**src/rtl/nox_and.sv**
```systemverilog
// Masked XNOR-AND literal evaluator: one registered stage producing per-slot matches and clause summary flags.
// Optional match_count popcount output is enabled by defining NOX_AND_COUNT_EN.
module nox_and #(
  parameter int WIDTH = 8,
  parameter int CNT_W = $clog2(WIDTH + 1)
) (
  input  logic             clk,
  input  logic             rst_n,
  input  logic             in_valid,
  input  logic [WIDTH-1:0] assignment,
  input  logic [WIDTH-1:0] clause_type,
  input  logic [WIDTH-1:0] clause_mask,
  output logic             out_valid,
  output logic [WIDTH-1:0] na_out,
  output logic             any_match,
`ifdef NOX_AND_COUNT_EN
  output logic             all_match,
  output logic [CNT_W-1:0] match_count
`else
  output logic             all_match
`endif
);

  // A clause with no literals present can never be fully satisfied.
  function automatic logic all_fn(input logic [WIDTH-1:0] na, input logic [WIDTH-1:0] mask);
    return (na == mask) && (|mask);
  endfunction

`ifdef NOX_AND_COUNT_EN
  function automatic logic [CNT_W-1:0] popcount_fn(input logic [WIDTH-1:0] v);
    logic [CNT_W-1:0] cnt;
    cnt = '0;
    for (int i = 0; i < WIDTH; i++) begin
      cnt = cnt + CNT_W'(v[i]);
    end
    return cnt;
  endfunction
`endif

  logic [WIDTH-1:0] na_p0_d;
  logic             any_p0_d;
  logic             all_p0_d;

  logic             vld_p1_q;
  logic [WIDTH-1:0] na_p1_q;
  logic             any_p1_q;
  logic             all_p1_q;

  // Stage p0: combinational per-slot evaluation and summary flags
  always_comb begin
    na_p0_d  = clause_mask & ~(assignment ^ clause_type);
    any_p0_d = |na_p0_d;
    all_p0_d = all_fn(na_p0_d, clause_mask);
  end

  // Stage p1: results load only on valid; out_valid tracks in_valid every cycle
  always_ff @(posedge clk or negedge rst_n) begin
    if (!rst_n) begin
      vld_p1_q <= 1'b0;
      na_p1_q  <= '0;
      any_p1_q <= 1'b0;
      all_p1_q <= 1'b0;
    end else begin
      vld_p1_q <= in_valid;
      if (in_valid) begin
        na_p1_q  <= na_p0_d;
        any_p1_q <= any_p0_d;
        all_p1_q <= all_p0_d;
      end
    end
  end

`ifdef NOX_AND_COUNT_EN
  logic [CNT_W-1:0] cnt_p0_d;
  logic [CNT_W-1:0] cnt_p1_q;

  always_comb begin
    cnt_p0_d = popcount_fn(na_p0_d);
  end

  always_ff @(posedge clk or negedge rst_n) begin
    if (!rst_n) begin
      cnt_p1_q <= '0;
    end else if (in_valid) begin
      cnt_p1_q <= cnt_p0_d;
    end
  end

  assign match_count = cnt_p1_q;
`endif

  assign out_valid = vld_p1_q;
  assign na_out    = na_p1_q;
  assign any_match = any_p1_q;
  assign all_match = all_p1_q;

endmodule

```
**config.mk**
```make
export PLATFORM = sky130hd
export DESIGN_NAME = nox_and
export DESIGN_NICKNAME = d
export VERILOG_FILES = /design/src/rtl/nox_and.sv
export SDC_FILE = /design/constraint.sdc
export NUM_CORES = 1
export LEC_CHECK = 0
export BUFFER_PORTS_ARGS = -buffer_cell sky130_fd_sc_hd__buf_2
export CAP_MARGIN = 20
export CORE_MARGIN = 10
export CORE_UTILIZATION = 35
export CTS_BUF_LIST = sky130_fd_sc_hd__clkbuf_16
export DETAILED_ROUTE_END_ITERATION = 10
export HOLD_SLACK_MARGIN = 0.05
export PLACE_DENSITY = 0.75
export SYNTH_ARGS = -nofsm -noshare
export SYNTH_HDL_FRONTEND = slang
export SYNTH_SLANG_ARGS = --single-unit
```
**constraint.sdc**
```tcl
create_clock -name clk -period 0.8 [get_ports clk]
set_input_delay 0.08 -clock clk [delete_from_list [all_inputs] [get_ports clk]]
set_output_delay 0.08 -clock clk [all_outputs]
set_load 0.005 [all_outputs]
```
==> flow_metrics.tcl <==
set metrics [dict create \
    synth.area.top_cells "dfrtp_1 44%, inv_1 10%, xnor2_1 9.9%" \
    synth_area_um2 620.6 \
    worst_pin_slew_ps 390.7 \
    relSlewSlack_pct 73.77 \
    cp.required_ps 960 \
    path_cells "buf_8 -> xnor2_4 -> o22ai_2 -> or4_4 -> o22ai_2" \
    vias_per_cell 4.718 \
    cts_tree "built" \
    p_leak_nw 0.6102 \
    cp_top_family "simple AND/OR/NAND/NOR gates" \
    clock_latency_ps 240 \
    dp_hpwl_um 1616 \
    htree_levels 1 \
    hold_viol 0 \
    finalClockSkew_ps 0 \
    hold_path_class "primary input to flip-flop" \
    synth_seq_area_share_pct 44.35 \
    r2r_cells 3 \
    cts_num_sinks 11 \
    cts.path.max_buffers 2 \
    p_per_area_nw_per_um2 1742 \
    synth_xor_xnor_area_share_pct 12.50 \
    vias 703 \
    setup-violations-final 11 \
    critical_path_depth 5 \
    violations "negative setup slack" \
    drt_iter0_drc 22 \
    grt_pass1_vias 797 \
    core-area_um2 1708 \
    gp_congestion 0.7926 \
    fp-row-count 15 \
    rsz0062_at_grt "yes" \
    cpMostUsedCell "o22ai_2" \
    fp.dieArea_um2 3858 \
    status "finished with violations" \
    grt_pass1_wl_um 3484 \
    worstSetupEndpointType "flip-flop" \
    max_stage_delay_ps 530 \
    synthesis.nets 97 \
    final_max_slew_viol_count 0 \
    syn_to_final_growth_pct 92.54 \
    synth.distinct_cells 16 \
    critPathBufInv 1 \
    portBuffers 37 \
    period_minus_slack_ps 896.4 \
    vdd_drop_max_uv 931.5 \
    totalWireLength_um 2105 \
    finalInstanceArea_um2 1195 \
    fmax_ghz 1.116 \
    drt_pre_antenna_iters 4 \
    fillerInstances 135 \
    fin_tns_setup_ps -224.4 \
    antenna_left 0 \
    ys.warnings.count 0 \
    antenna_found_initial 0 \
    cpMaxStageDelayCell "or4_4" \
    fin_util_pct 69.96 \
    synthMuxAreaShare_pct 0 \
    drive_gt1_share_pct 54.03 \
    grt_max_degree 21 \
    antenna_cells 0 \
    synth_top_area_share_pct 44.35 \
    arrival_ps 1060 \
    cts.clk_slew.worst_paths_ps 40 \
    syn_area_per_cell_um2 8.866 \
    setup.worst_path.start_class "primary input" \
    fin_crit_sh_pct 112.0 \
    route.detailed.drc 0 \
    max_cap_violations 0 \
    final.setup.worst_slack_ps -96.39 \
    synth_compound_area_share_pct 20.77 \
    die_w_um 62.11 \
    synth_fa_ha_area_share_pct 0 \
    initial_utilization_pct 36.34 \
    grt_util_all_layers_pct 11.36 \
    crit_type "primary input to flip-flop" \
    ctsRootBufferMaster "clkbuf_16" \
    synth_seq_cells 11 \
    nNetsFinal 152 \
    cp_max_fo 3 \
    finalPower_w 0.002082 \
    cts_buffers 3 \
    hold_ws_ps 123.5 \
    globalRoute.totalOverflow 0 \
    synth_top_family_by_area "compound AO/OA/AOI/OAI gates" \
    dpl_cell_area_um2 991.0 \
    pin_count 38 \
    yosys.area_share.simple_pct 10.89 \
    dieHeight_um 62.11 \
    synthCells 70 \
    synth_area_leader_cell "dfrtp_1" \
    hold_depth 3 \
    wire_per_inst_um 14.13 \
]
-- power by group --
group / switching [W] / internal, W
clock network: 0.000229 / 0.000654
registers: 0.0000249 / 0.000611
logic: 0.000243 / 0.000320
-- worst register-to-register path, delay by kind of cell, from the launching register on --
kind                   cells  cell delay [ps]
flip-flops                 1              360
buffers and inverters      2              180
AO/OA/AOI/OAI              1               80
-- worst paths after layout --
check	from	endpoint	slack, ps
worst max-delay path	assignment[0]	all_match	-100
worst min-delay path	clause_mask[4]	na_out[4]	120
worst max register to register	na_out[0]	na_out[0]	60
worst min register to register	na_out[1]	na_out[1]	520
max in group asynchronous	rst_n	na_out[2]	360
min in group asynchronous	rst_n	all_match	240
-- logic make-up after synthesis --
| family | count (synthesis) |
|---|---|
| and+or+nand+nor | 13 |
| xor gates and xnor gates | 8 |
| buffers and inverters | 19 |
| AOI/OAI and AO/OA | 19 |
| DFF | 11 |
-- Yosys cell counts --
cell type / instances
a221oi_1: 2
a22o_1: 2
a31oi_1: 1
clkbuf_1: 2
dfrtp_1: 11
inv_1: 17
nand3_1: 9
nor2_1: 1
nor3_1: 1
nor4_1: 1
o21ai_0: 10
o22ai_1: 2
o22ai_2: 2
or4_1: 1
xnor2_1: 7
xnor2_2: 1
-- state kept, by name (all words and copies together), names as in the netlist --
signal / cells
na_out: 8
out_valid: 1
any_match: 1
all_match: 1
-- cell type report --
class / instances / area (um^2) / area share [%]
Multi-Input combinational cell: 40 / 397.9 / 33.30
Sequential cell: 11 / 275.3 / 23.04
Clock inverter: 1 / 3.754 / 0.3141
Clock buffer: 3 / 75.07 / 6.283
Tap cell: 25 / 31.28 / 2.618
Timing Repair Buffer: 52 / 347.8 / 29.11
Inverter: 17 / 63.81 / 5.340
-- layer usage --
layer	track usage [%]	routed length (um)	vias up
met5	0	0	-
met4	8.571	95	0
met3	4.480	173	11
met2	19.74	1072	41
met1	10.41	763	307
li1	-	-	344
-- cell usage in the layout (no fill, tap or decap), drive strengths merged --
cell type and instances:
nor2 1, o22ai 4, a221oi 2, or4 1, xnor2 8, a31oi 1
o21ai 10, nor3 1, buf 51, a22o 2, nor4 1, dlygate4sd3 1
clkbuf 3, dfrtp 11, nand3 9, inv 18
-- stage by stage --
stage | setup slack (ps) | cells
3_5_place_dp | -373.9 | 138
3_3_place_gp | -353.2 | 138
6_report | -96.39 | 149
2_1_floorplan | -183.2 | 70
4_1_cts | -103.2 | 148
5_1_grt | -114.9 | 149
-- repair_timing --
| item | CTS | global route |
|---|---|---|
| setup buffers | 5 | 1 |
| pin swaps | 8 | 2 |
| endpoints found under the hold margin | 11 | 0 |
| setup endpoints to repair | 12 | 14 |
| resized for setup | 15 | 5 |
| hold buffers | 1 | 0 |
(Power assumes the default switching activity.)
